## config.mk

```make
export PLATFORM = sky130hd
export DESIGN_NAME = npc_unit
export DESIGN_NICKNAME = d
export VERILOG_FILES = /design/src/rtl/npc_pkg.sv /design/src/rtl/npc_cond.sv /design/src/rtl/npc_unit.sv
export SDC_FILE = /design/constraint.sdc
export NUM_CORES = 1
export LEC_CHECK = 0
export ABC_AREA = 1
export BUFFER_PORTS_ARGS = -buffer_cell sky130_fd_sc_hd__buf_2
export CORE_ASPECT_RATIO = 0.7
export CORE_MARGIN = 10
export CORE_UTILIZATION = 35
export DETAILED_ROUTE_END_ITERATION = 7
export HOLD_SLACK_MARGIN = 0.03
export SLEW_MARGIN = 20
export SYNTH_ARGS = -nofsm -noshare
export SYNTH_HDL_FRONTEND = slang
export SYNTH_SLANG_ARGS = --single-unit
```

## constraint.sdc

```tcl
create_clock -name clk -period 2.2 [get_ports clk]
set_input_delay 0.11 -clock clk [delete_from_list [all_inputs] [get_ports clk]]
set_output_delay 0.11 -clock clk [all_outputs]
set_load 0.02 [all_outputs]
```

## src/rtl/npc_pkg.sv

```systemverilog
// Shared types and default addresses for the next-PC generator.
package npc_pkg;

    typedef enum logic [3:0] {
        BR_NONE = 4'd0,
        BR_BEQ  = 4'd1,
        BR_J    = 4'd2,
        BR_JR   = 4'd3,
        BR_BNE  = 4'd4,
        BR_ERET = 4'd5,
        BR_BLEZ = 4'd6,
        BR_BGTZ = 4'd7,
        BR_BLTZ = 4'd8,
        BR_BGEZ = 4'd9
    } br_t;

    typedef enum logic [0:0] {
        RUN  = 1'b0,
        HELD = 1'b1
    } state_t;

    localparam logic [31:0] DEF_RESET_PC = 32'h0000_3000;
    localparam logic [31:0] DEF_EXC_VEC  = 32'h0000_4180;
    localparam logic [31:0] DEF_IMEM_LO  = 32'h0000_3000;
    localparam logic [31:0] DEF_IMEM_HI  = 32'h0000_6FFC;

endpackage

```

## src/rtl/npc_cond.sv

```systemverilog
// Combinational taken/target evaluation for decode-stage branches, jumps and eret.
module npc_cond
    import npc_pkg::*;
#(
    parameter int PC_W = 32
) (
    input  logic [3:0]      br_type,
    input  logic [PC_W-1:0] pc_d,
    input  logic [15:0]     imm16,
    input  logic [25:0]     addr26,
    input  logic [PC_W-1:0] rs_val,
    input  logic [PC_W-1:0] rt_val,
    input  logic [PC_W-1:0] epc,
    output logic            taken,
    output logic [PC_W-1:0] target
);

    logic            rs_neg;
    logic            rs_zero;
    logic [PC_W-1:0] br_target;

    assign rs_neg    = rs_val[PC_W-1];
    assign rs_zero   = (rs_val == '0);
    assign br_target = pc_d + PC_W'(4) + {{(PC_W-18){imm16[15]}}, imm16, 2'b00};

    always_comb begin
        taken  = 1'b0;
        target = br_target;
        case (br_type)
            BR_BEQ:  taken = (rs_val == rt_val);
            BR_BNE:  taken = (rs_val != rt_val);
            BR_BLEZ: taken = rs_neg | rs_zero;
            BR_BGTZ: taken = !rs_neg && !rs_zero;
            BR_BLTZ: taken = rs_neg;
            BR_BGEZ: taken = !rs_neg;
            BR_J: begin
                taken  = 1'b1;
                target = {pc_d[PC_W-1:PC_W-4], addr26, 2'b00};
            end
            BR_JR: begin
                taken  = 1'b1;
                target = rs_val;
            end
            BR_ERET: begin
                taken  = 1'b1;
                target = epc;
            end
            default: taken = 1'b0;
        endcase
    end

endmodule

```

## src/rtl/npc_unit.sv

```systemverilog
// Fetch PC register with prioritised next-PC selection and a one-entry redirect
// buffer that holds a taken redirect until the fetch stall releases.
module npc_unit
    import npc_pkg::*;
#(
    parameter int          PC_W     = 32,
    parameter logic [31:0] RESET_PC = DEF_RESET_PC,
    parameter logic [31:0] EXC_VEC  = DEF_EXC_VEC,
    parameter logic [31:0] IMEM_LO  = DEF_IMEM_LO,
    parameter logic [31:0] IMEM_HI  = DEF_IMEM_HI
) (
    input  logic            clk,
    input  logic            reset_n,
    input  logic            stall_f,
    input  logic            dec_valid,
    input  logic [3:0]      br_type,
    input  logic [PC_W-1:0] pc_d,
    input  logic [15:0]     imm16,
    input  logic [25:0]     addr26,
    input  logic [PC_W-1:0] rs_val,
    input  logic [PC_W-1:0] rt_val,
    input  logic [PC_W-1:0] epc,
    input  logic            exc_req,
    output logic [PC_W-1:0] pc_f,
    output logic            redirect,
    output logic            pend_valid,
    output logic            adel_f,
    output state_t          fsm_state
);

    // Handshake: dec_valid marks a fresh decode instruction for exactly one cycle
    // and is never back-pressured; stall_f only gates when a redirect may reach pc_f.
    // A redirect that meets a stall is parked in pend_pc, so nothing is dropped.

    state_t          state, state_nxt;
    logic [PC_W-1:0] pc_nxt, pend_pc, pend_nxt;
    logic            redirect_nxt;
    logic            taken;
    logic [PC_W-1:0] target;
    logic            dec_taken;

    npc_cond #(.PC_W(PC_W)) u_cond (
        .br_type (br_type),
        .pc_d    (pc_d),
        .imm16   (imm16),
        .addr26  (addr26),
        .rs_val  (rs_val),
        .rt_val  (rt_val),
        .epc     (epc),
        .taken   (taken),
        .target  (target)
    );

    assign dec_taken = dec_valid & taken;

    always_ff @(posedge clk or negedge reset_n) begin
        if (!reset_n) begin
            state    <= RUN;
            pc_f     <= PC_W'(RESET_PC);
            pend_pc  <= '0;
            redirect <= 1'b0;
        end else begin
            state    <= state_nxt;
            pc_f     <= pc_nxt;
            pend_pc  <= pend_nxt;
            redirect <= redirect_nxt;
        end
    end

    always_comb begin
        state_nxt    = state;
        pc_nxt       = pc_f;
        pend_nxt     = pend_pc;
        redirect_nxt = 1'b0;
        if (exc_req) begin
            pc_nxt       = PC_W'(EXC_VEC);
            state_nxt    = RUN;
            redirect_nxt = 1'b1;
        end else if (dec_taken) begin
            if (!stall_f) begin
                pc_nxt       = target;
                state_nxt    = RUN;
                redirect_nxt = 1'b1;
            end else begin
                // newest redirect replaces anything already parked
                pend_nxt  = target;
                state_nxt = HELD;
            end
        end else if (state == HELD && !stall_f) begin
            pc_nxt       = pend_pc;
            state_nxt    = RUN;
            redirect_nxt = 1'b1;
        end else if (!stall_f) begin
            pc_nxt = pc_f + PC_W'(4);
        end
    end

    assign pend_valid = (state == HELD);
    assign fsm_state  = state;
    assign adel_f     = (pc_f[1:0] != 2'b00) || (pc_f < PC_W'(IMEM_LO)) || (pc_f > PC_W'(IMEM_HI));

endmodule

```

==> metrics.md, run 1 <==
| Metric | Value |
|---|---|
| Status | `finished, final reports clean` |
| Hold Path Stages | `3` |
| Vias per cell | `5.021` |
| Mapped Area | `0.007744 mm2` |
| Register area share after synthesis | `21.36%` |
| TritonCTS Sinks | `66` |
| Total track usage | `22.29%` |
| Main flop type after synthesis | `dfrtp_1` |
| Clk root buf | `clkbuf_16` |
| Max Freq | `488.8 MHz` |
| Startpoint types | `input port` |
| Ys async rst share | `100.0%` |
| Layout cells sized above 1 | `22.92%` |
| Core Area | `~0.022 mm2` |
| Leakage | `5.774 nW` |
| Post-synth EDFFs | `0` |
| Mapped Cells | `1319` |
| I/O Buffers | `214` |
| Placed cells | `between 1500 and 2000` |
| Synthesized netlist net count | `1557` |
| CP Max Fanout | `11` |
| GRT overflow | `0` |
| Detailed Place HPWL | `26880 um` |
| Fin area | `a little over 0.01 mm2` |
| Routed Antenna Nets | `0` |
| Pwr Density | `~540 mW/mm2` |
| Starting Density | `35.63%` |
| Vias in the first global route | `9389` |
| Synth warn | `0` |
| Clock Latency Late Sink | `0.34 ns` |
| Max-cap violations | `0` |
| CTS Buffer Depth | `2` |
| Worst reg2reg path depth | `12` |
| Fillcell total | `2320` |
| Final WS setup | `0.1541 ns` |
| Worst setup EP type | `flip-flop` |
| Pre-CTS setup slack | `-0.2028 ns` |
| Layout overhead on the synthesized area | `33.03%` |
| RSZ-0062 raised after global routing | `yes` |
| Chip height | `144.5 um` |
| Most frequent cells in the layout | `nand2_1, buf_2, inv_1, nor2_1, buf_4` |
| Iter 0 DRT Violations | `817` |
| Clock skew | `0.006777 ns` |
| Post-layout min period | `2.046 ns` |
| Worst-path clk slew | `around 0.060 ns` |
| DIE AREA | `between 0.02 and 0.03 mm2` |
| Initial antenna violation count | `4` |
| #FFs+latches synth | `66` |
| Post-DR wirelength/cell | `16.85 um` |
| Yosys cell types | `between 40 and 50` |
| CTS tree | `built` |
| Placed inst area | `0.009864 mm2` |
| First-pass GRT wire length | `50450 um` |
| Max-slew headroom | `66.53%` |
| Final GP Congestion | `about 0.93` |
| Hold Path Class | `input port to flip-flop` |
| Drc violations | `0` |
| Count of pins over their slew limit | `0` |
| Die X | `about 200 um` |
| Worst Path Arrival | `2.28 ns` |
| Routed WL | `32140 um` |
| Pin count of the biggest net entering global routing | `between 60 and 70` |
| Area of the multi-input gates | `0.005335 mm2` |
| IO Count | `215` |
| Commonest non-fill, non-tap cell in the layout | `nand2_1` |
| VDD IR max | `around 0.00036 V` |
| Sequential cell area | `0.001654 mm2` |
| DRT Pass-1 Iters | `5` |
| CTS buffer count | `9` |
| Minimum hold slack | `0.1111 ns` |
| CP Class | `input port to flip-flop` |
| Fin crit share | `92.99%` |
| Clock H-tree levels | `3` |
| Layout net count | `1856` |
| Pwr Total | `5.592 mW` |
| Endpoints failing setup | `0` |
| Final Non-Filler Cells | `1907` |
| WP data required | `2.43 ns` |
| Mean Syn Cell Area | `5.871 um2` |
| Row cnt | `45` |
| Slew @ Worst Pin | `0.4983 ns` |
| Fin. Hold Viols | `0` |
| Via count | `9576` |
repair_timing:
action                                  CTS  global route
endpoints found under the setup margin    0            22
setup buffers                             0             0
hold endpoints to repair                 64             0
hold buffers                              1             0
gates resized for setup                   0            21
worst max-delay path: stages:
cell      delay, ns
clkbuf_4       0.18
ha_1           0.29
ha_1           0.37
a21oi_1        0.23
o21ai_0        0.20
nand2_1        0.10
nand2_1        0.05
a21oi_1        0.20
nand2_1        0.08
nand2_1        0.06
nand2_1        0.05
a21oi_1        0.16
nand2_1        0.07
nand3_1        0.07
nand2_1        0.05
power by group:
part,switching [mW],internal (mW)
Sequential,0.156,1.46
Clock,0.571,1.14
Combinational,1.31,0.957
Total,2.04,3.55
path summary, 6_finish.rpt:
check | startpoint | endpoint | slack, ns
worst max-delay path | imm16[15] | pc_f[28]$_DFFE_PN0P_ | 0.15
worst min-delay path | pc_d[1] | pend_pc[1]$_DFFE_PN0P_ | 0.11
worst max register to register | pc_f[8]$_DFFE_PN0P_ | pc_f[25]$_DFFE_PN0P_ | 0.16
worst min register to register | pend_pc[24]$_DFFE_PN0P_ | pend_pc[24]$_DFFE_PN0P_ | 0.48
max in group asynchronous | reset_n | pend_pc[17]$_DFFE_PN0P_ | 1.54
min in group asynchronous | reset_n | pc_f[2]$_DFFE_PN0P_ | 0.31
synth_stat cells (4+ instances only):
cell type / count / area, um2
nand4_1: 13 / 81.33
nand2_1: 485 / 1821
clkbuf_1: 19 / 71.32
o21ai_0: 71 / 355.3
a21oi_1: 52 / 260.3
o21bai_1: 4 / 30.03
nor2_1: 131 / 491.7
nor3_1: 14 / 70.07
ha_1: 58 / 725.7
xor2_1: 11 / 96.34
nand3_1: 104 / 520.5
o21ai_1: 4 / 20.02
buf_2: 11 / 55.05
o211ai_1: 14 / 105.1
xnor2_1: 34 / 297.8
dfrtp_1: 64 / 1602
a221oi_1: 10 / 87.58
a31oi_1: 8 / 50.05
inv_1: 166 / 623.1
state kept, by name, indices dropped and copies added, names as in the netlist:
name and count:
fsm_state 1, pc_f 32, pend_pc 32, redirect 1
stage by stage:
step	utilization (%)	TNS (ns)
6_report	47.40	0
3_5_place_dp	45.39	-4.476
3_3_place_gp	45.39	-3.699
2_1_floorplan	-	0
4_1_cts	47.06	0
5_1_grt	47.40	-0.04607
routing by layer:
| layer | up-vias | GRT usage, % | wire length [um] | share of wire (%) |
|---|---|---|---|---|
| met5 | - | 0 | 13 | 0.040 |
| met3 | 22 | 5.339 | 3067 | 9.5 |
| li1 | 4839 | - | - | - |
| met2 | 394 | 33.72 | 13280 | 41 |
| met4 | 2 | 3.427 | 320 | 1.0 |
| met1 | 4319 | 31.70 | 15450 | 48 |
final cells by class:
type                    count  share of cell area (%)
diodes                      2                 0.04859
clock inverters             6                   1.105
well taps                 282                   3.425
clock buffers              10                   2.320
multi-input cells        1045                   51.79
flip-flops and latches     66                   16.06
repair buffers            325                   19.02
inverters                 171                   6.231
kinds of logic (layout without fill, tap and decap cells):
group           after synthesis  after routing  synth area share (%)
fa+ha+maj                    59             59                 9.630
other cells                   0              2                     0
xor+xnor                     45             45                 5.090
flops                        66             66                 21.36
buf+inv                     208            512                 10.60
compound gates              177            177                 13.23
simple gates                764            764                 40.09
No activity file was read; power rests on OpenSTA's default activity.
==> run 2: changes to the inputs <==
--- a/config.mk
+++ b/config.mk
@@ -6,12 +6,15 @@
 export NUM_CORES = 1
 export LEC_CHECK = 0
 export ABC_AREA = 1
-export BUFFER_PORTS_ARGS = -buffer_cell sky130_fd_sc_hd__buf_2
+export CELL_PAD_IN_SITES_DETAIL_PLACEMENT = 1
+export CELL_PAD_IN_SITES_GLOBAL_PLACEMENT = 1
 export CORE_ASPECT_RATIO = 0.7
 export CORE_MARGIN = 10
 export CORE_UTILIZATION = 35
 export DETAILED_ROUTE_END_ITERATION = 7
+export DONT_BUFFER_PORTS = 1
 export HOLD_SLACK_MARGIN = 0.03
+export PLACE_DENSITY_LB_ADDON = 0.1
 export SLEW_MARGIN = 20
 export SYNTH_ARGS = -nofsm -noshare
 export SYNTH_HDL_FRONTEND = slang
==> run 2 against run 1 <==
Effect of this change:
- sequential power about the same
- count of clock-buffer cells in the layout unchanged
- setup slack got worse by 0.034 ns
- die area unchanged
- non-clock buffer count decreased by 199
- clock power decreased by 12%
- flip-flop and latch count unchanged
- fmax decreased by 1.6%
==> metrics.md, run 2 (same netlist as run 1, synthesis figures left out) <==
| Metric | Value |
|---|---|
| Critical Path, Cell by Cell | `buf_4 > nand3_1 > nor2_2 > nand2_1 > buf_4 > nor3_1 > xor2_1 > nand2_1 > nand3_1 > nand3_1 > nand2_1` |
| CTS tree | `built` |
| Layout net count | `1657 (-11%)` |
| Max Freq | `480.9 MHz (-1.6%)` |
| Most frequent cells in the layout | `nand2_1, inv_1, nor2_1, buf_4, nand3_1` |
| Post-layout min period | `2.079 ns (+0.03358 ns)` |
| Chip height | `144.5 um (unchanged)` |
| Crit-path slowest cell | `dfrtp_1` |
| Startpoint types | `flip-flop` |
| CTS buffer count | `9 (unchanged)` |
| Slew @ Worst Pin | `0.6894 ns (+0.1911 ns)` |
| WP data required | `2.49 ns (+0.06 ns)` |
| Routed WL | `34340 um (+6.9%)` |
| Final GP Congestion | `0.9254 (-0.85%)` |
| Total negative slack | `0 ns (unchanged)` |
| IO Count | `215 (unchanged)` |
| CTS Buffer Depth | `2 (unchanged)` |
| Layout cells sized above 1 | `11.24% (-12 points)` |
| Commonest non-fill, non-tap cell in the layout | `nand2_1` |
| I/O Buffers | `0 (-100%)` |
| Status | `finished, final reports clean` |
| Iter 0 DRT Violations | `468 (-43%)` |
| Fin area | `0.009308 mm2 (-9.6%)` |
| Endpoints failing setup | `0 (unchanged)` |
| Initial antenna violation count | `0 (-4)` |
| Post-DR wirelength/cell | `20.13 um (+19%)` |
| Worst-path clk slew | `0.06 ns (about the same)` |
| Routed Antenna Nets | `0 (unchanged)` |
| Placed cells | `1681 (-11%)` |
| Max-slew headroom | `53.99% (-13 points)` |
| CP Max Fanout | `4 (-7)` |
| Row cnt | `45 (unchanged)` |
| Minimum hold slack | `0.04630 ns (-0.06480 ns)` |
| Die X | `197.8 um (unchanged)` |
| DRT Pass-1 Iters | `5 (unchanged)` |
| Layout overhead on the synthesized area | `20.20%` |
| Core Area | `0.02173 mm2 (unchanged)` |
| TritonCTS Sinks | `66 (unchanged)` |
| Total track usage | `24.10% (+1.8 points)` |
| Fin crit share | `94.52% (+1.5 points)` |
| Worst setup EP type | `flip-flop` |
| Clock H-tree levels | `3 (unchanged)` |
| Drc violations | `0 (unchanged)` |
| Vias in the first global route | `9262 (-1.4%)` |
| Hold Path Class | `input port to flip-flop` |
| Final Non-Filler Cells | `1706 (-11%)` |
| Max incr delay on CP | `0.35 ns (-0.02 ns)` |
| Max-cap violations | `0 (unchanged)` |
| Count of pins over their slew limit | `0 (unchanged)` |
| Starting Density | `35.63% (unchanged)` |
| Leakage | `4.952 nW (-14%)` |
| Worst Path Arrival | `2.37 ns (+0.09 ns)` |
| Detailed Place HPWL | `28860 um (+7.4%)` |
| Clock Latency Late Sink | `0.35 ns (about the same)` |
| Pin count of the biggest net entering global routing | `67 (unchanged)` |
| Fin. Hold Viols | `0 (unchanged)` |
| Clock skew | `0.009255 ns (+0.002478 ns)` |
| Placed inst area | `0.008853 mm2 (-10%)` |
| VDD IR max | `0.0003885 V (+7.0%)` |
| Largest regs | `pc_f: 32 flops, pend_pc: 32 flops` |
| DIE AREA | `0.02857 mm2 (unchanged)` |
| Family with the most delay on the worst path | `simple AND/OR/NAND/NOR gates` |
| Pwr Total | `5.212 mW (-6.8%)` |
| CP bufs+invs | `2 (+1)` |
| CP Class | `flip-flop to flip-flop` |
| Clk root buf | `clkbuf_16` |
| Via count | `8968 (-6.3%)` |
| Vias per cell | `5.257 (+4.7%)` |
| Ant diodes | `0 (-2)` |
| First-pass GRT wire length | `53290 um (+5.6%)` |
| Pwr Density | `560.0 mW/mm2 (+3.1%)` |
| GRT overflow | `0 (unchanged)` |
## run 2: changes by cell type in the layout (fill, tap and decap cells not counted), moves of 5 or more
cell / before / now
buf_2: 213 / 0
buf_4: 106 / 114
dlygate4sd3_1: 1 / 7
a21oi_1: 47 / 52
a21oi_2: 5 / 0
nand2_2: 6 / 1
## run 2: per-layer routing
metal / routed length [um] / vias to the layer above / share of wire [%] / GRT usage, %
met5: 0 / - / 0 / 0
met4: 317 / 0 / 0.92 / 3.468
met3: 2447 / 20 / 7.1 / 6.383
met2: 14870 / 243 / 43 / 37.35
met1: 16710 / 4283 / 49 / 33.31
li1: - / 4422 / - / -
## run 2: through the flow
step	utilization [%]	worst slack, ns
detailed placement	40.74	-0.1199
global placement	40.74	-0.06780
CTS	42.59	0.05682
floorplan	-	0.1447
finish	42.83	0.1206
global route	42.83	-0.02272
## run 2: cell type report
class / instances / area (um2)
repair buffers: 126 / 1033
well taps: 282 / 352.8
clock inverters: 6 / 66.31
flip-flops and latches: 66 / 1655
inverters: 171 / 641.9
clock buffers: 10 / 239.0
fillers: 3000 / 12430
multi-input cells: 1045 / 5319
## run 2: worst paths after layout
check                                       start                     end  slack, ns  cells past startpoint
min in group asynchronous                 reset_n    pc_f[28]$_DFFE_PN0P_       0.29                      2
hold reg to reg            pend_pc[8]$_DFFE_PN0P_  pend_pc[8]$_DFFE_PN0P_       0.47                      2
setup reg to reg              pc_f[2]$_DFFE_PN0P_    pc_f[23]$_DFFE_PN0P_       0.12                     11
hold / removal                          dec_valid     pc_f[8]$_DFFE_PN0P_       0.05                      4
max in group asynchronous                 reset_n    pc_f[12]$_DFFE_PN1P_       1.55                      2
setup / recovery              pc_f[2]$_DFFE_PN0P_    pc_f[23]$_DFFE_PN0P_       0.12                     11
## run 2: worst min-delay path, cell delays in order
cell     delay (ns)
nand3_1        0.06
nand2_1        0.06
nor2_1         0.04
nor2_1         0.08
## run 2: timing repair
action | CTS | global route
setup buffers | 0 | 1
gates resized for setup | 0 | 14
hold endpoints to repair | 70 | 0
endpoints found under the setup margin | 0 | 11
hold buffers | 8 | 0
## run 2: report_power, final
part | switching, mW | leakage [nW] | total [mW] | internal, mW
Combinational | 1.25 | 3.97 | 2.07 | 0.822
Sequential | 0.170 | 0.846 | 1.63 | 1.46
Clock | 0.604 | 0.141 | 1.51 | 0.908
==> run 3: changes to the inputs <==
--- a/config.mk
+++ b/config.mk
@@ -8,7 +8,7 @@
 export ABC_AREA = 1
 export CELL_PAD_IN_SITES_DETAIL_PLACEMENT = 1
 export CELL_PAD_IN_SITES_GLOBAL_PLACEMENT = 1
-export CORE_ASPECT_RATIO = 0.7
+export CORE_ASPECT_RATIO = 1.1
 export CORE_MARGIN = 10
 export CORE_UTILIZATION = 35
 export DETAILED_ROUTE_END_ITERATION = 7
==> run 3 against run 2 <==
Effect of this change:
- flip-flop and latch count unchanged
- cell count increased by 1.8%
- utilization rose by 0.34 points
- design area up 1.9%
- highest routed layer unchanged
- sequential power hardly changed
- worst hold slack got worse by 0.0020 ns
- setup slack worse by 0.070 ns
- power increased by 1.7%
==> metrics.md, run 3 (same netlist as run 1, synthesis figures left out) <==
| Metric | Value |
|---|---|
| Fin crit share | `97.69% (+3.2 points)` |
| Clk root buf | `clkbuf_16` |
| IO Count | `215 (unchanged)` |
| Detailed Place HPWL | `29080 um (+0.77%)` |
| Hold endpoint | `pc_f[7]$_DFFE_PN0P_` |
| Startpoint types | `flip-flop` |
| Crit-path slowest cell | `nor4_1` |
| CTS buffer count | `9 (unchanged)` |
| DRT Pass-1 Iters | `4 (-1)` |
| Ant diodes | `0 (unchanged)` |
| Fin. Hold Viols | `0 (unchanged)` |
| Total track usage | `23.93% (-0.17 points)` |
| Slew @ Worst Pin | `0.5804 ns (-0.1090 ns)` |
| Worst-path clk slew | `0.05 ns (about the same)` |
| CP Max Fanout | `5 (+1)` |
| Post-layout min period | `2.149 ns (+0.06973 ns)` |
| GRT overflow | `0 (unchanged)` |
| Final GP Congestion | `0.9211 (-0.46%)` |
| R2R Path End | `pc_f[31]$_DFFE_PN0P_` |
| Final Util | `43.16% (+0.34 points)` |
| Row cnt | `57 (+27%)` |
| Hold Path Stages | `4 (unchanged)` |
| Die X | `161.8 um (-18%)` |
| Worst Path Arrival | `2.04 ns (-0.33 ns)` |
| Hold Crit Start | `dec_valid` |
| Pin count of the biggest net entering global routing | `67 (unchanged)` |
| Post-DR wirelength/cell | `19.99 um (-0.70%)` |
| Hold Path Class | `input port to flip-flop` |
| Vias in the first global route | `9703 (+4.8%)` |
| Most frequent cells in the layout | `nand2_1, inv_1, buf_4, nor2_1, nand3_1` |
| DIE AREA | `0.02848 mm2 (-0.31%)` |
| Max-cap violations | `0 (unchanged)` |
| Fillcell total | `3045 (+1.5%)` |
| Worst setup EP type | `output pin` |
| Sequential cell area | `0.001654 mm2 (about the same)` |
| Area of the multi-input gates | `0.005358 mm2 (+0.73%)` |
| CP Class | `flip-flop to output pin` |
| First-pass GRT wire length | `54430 um (+2.1%)` |
| Switching pwr | `2.003 mW (-1.1%)` |
| Layout overhead on the synthesized area | `22.44%` |
| Routed Antenna Nets | `0 (unchanged)` |
| Register share of total power | `30.3% (-0.9 points)` |
| Core Area | `0.02197 mm2 (+1.1%)` |
| Switching Share | `37.76% (-1.1 points)` |
| Count of pins over their slew limit | `0 (unchanged)` |
| Clock Latency Late Sink | `0.33 ns (-0.02 ns)` |
| Max-slew headroom | `61.31% (+7.3 points)` |
| I/O Buffers | `0 (unchanged)` |
| Commonest non-fill, non-tap cell in the layout | `nand2_1` |
| Chip height | `176.0 um (+22%)` |
| Endpoints failing setup | `0 (unchanged)` |
| CTS Buffer Depth | `2 (unchanged)` |
| Worst reg-to-reg setup slack | `0.13 ns (about the same)` |
| Routed WL | `34720 um (+1.1%)` |
| Vias per cell | `5.146 (-2.1%)` |
| VDD IR max | `0.0003005 V (-23%)` |
| Layout cells sized above 1 | `13.25% (+2.0 points)` |
| Placed inst area | `0.009017 mm2 (+1.9%)` |
| WP data required | `2.09 ns (-0.40 ns)` |
| Status | `finished, final reports clean` |
| Worst reg2reg path depth | `11 (unchanged)` |
| Drc violations | `0 (unchanged)` |
| Layout net count | `1676 (+1.1%)` |
| Starting Density | `35.25% (-0.38 points)` |
| Fin area | `0.009482 mm2 (+1.9%)` |
| Via count | `8938 (-0.33%)` |
| Leakage | `5.050 nW (+2.0%)` |
| CTS tree | `built` |
| Clk pwr share | `28.1% (-0.9 points)` |
| Initial antenna violation count | `0 (unchanged)` |
| Pwr Total | `5.303 mW (+1.7%)` |
| Internal power | `3.300 mW (+3.6%)` |
| Largest regs | `pc_f: 32 flops, pend_pc: 32 flops` |
| Max incr delay on CP | `0.54 ns (+0.19 ns)` |
| RSZ-0062 raised after global routing | `yes` |
| Crit-path most repeated cell | `nand3_1` |
| Iter 0 DRT Violations | `479 (+2.4%)` |
| Crit. Startpoint | `pc_f[23]$_DFFE_PN0P_` |
| Comb power frac | `41.6% (+1.8 points)` |
| Pwr Density | `559.3 mW/mm2 (-0.12%)` |
| Clock H-tree levels | `3 (unchanged)` |
| Max Freq | `465.3 MHz (-3.2%)` |
| Clock skew | `0.005190 ns (-0.004065 ns)` |
| Critical Path, Cell by Cell | `buf_4 > nor2_1 > nand3_1 > nor4_1 > nand3_1` |
| Worst r2r src | `pc_f[12]$_DFFE_PN1P_` |
| TritonCTS Sinks | `66 (unchanged)` |
==> run 3: worst max-delay path by stage <==
stage,cells past startpoint,end,slack [ns]
floorplan,16,pc_f[31]$_DFFE_PN0P_,0.14
global placement,14,pc_f[23]$_DFFE_PN0P_,-0.29
detailed placement,14,pc_f[23]$_DFFE_PN0P_,-0.32
CTS,5,adel_f,0.02
global route,16,pc_f[23]$_DFFE_PN0P_,-0.02
finish,5,adel_f,0.05
==> run 3: stage by stage <==
stage	cells	worst slack, ns	hold WS (ns)	TNS (ns)
2_1_floorplan	1319	0.1447	-0.1856	0
4_1_cts	1735	0.01535	0.03141	0
3_5_place_dp	1716	-0.3150	-0.1829	-3.399
3_3_place_gp	1716	-0.2935	-0.1829	-1.903
6_report	1737	0.05083	0.04432	0
5_1_grt	1737	-0.01559	0.08661	-0.02141
==> run 3: layout make-up <==
class / count / share of cell area, %
repair buffers: 145 / 12.17
well taps: 295 / 3.893
clock inverters: 2 / 0.3695
flip-flops and latches: 66 / 17.45
inverters: 171 / 6.770
multi-input cells: 1045 / 56.51
clock buffers: 13 / 2.850
==> run 3: worst max-delay path, delay by kind of cell (launching register included) <==
kind	cells	cell delay, ns
buffers and inverters	1	0.20
and+or+nand+nor	4	1.06
DFF	1	0.46
==> run 3: repair_timing <==
action | 4_1_cts | 5_1_grt
endpoints found under the setup margin | 0 | 14
resized for setup | 0 | 23
buffers inserted | 0 | 2
hold buffers | 4 | 0
endpoints found under the hold margin | 67 | 0
==> run 3: routing by layer <==
| metal | vias up | track usage [%] | wire [um] |
|---|---|---|---|
| met5 | - | 0 | 0 |
| met4 | 0 | 6.639 | 755 |
| met3 | 33 | 4.263 | 1803 |
| met2 | 206 | 42.62 | 17560 |
| met1 | 4242 | 28.82 | 14600 |
| li1 | 4457 | - | - |
==> run 3: power groups by stage <==
stage | Combinational (mW) | Clock (mW) | Sequential, mW
2_1_floorplan | 1.22 | 0 | 1.64
3_5_place_dp | 2.14 | 0 | 1.62
4_1_cts | 2.19 | 1.51 | 1.60
6_report | 2.21 | 1.49 | 1.61
3_3_place_gp | 2.11 | 0 | 1.61
5_1_grt | 2.49 | 1.58 | 1.63
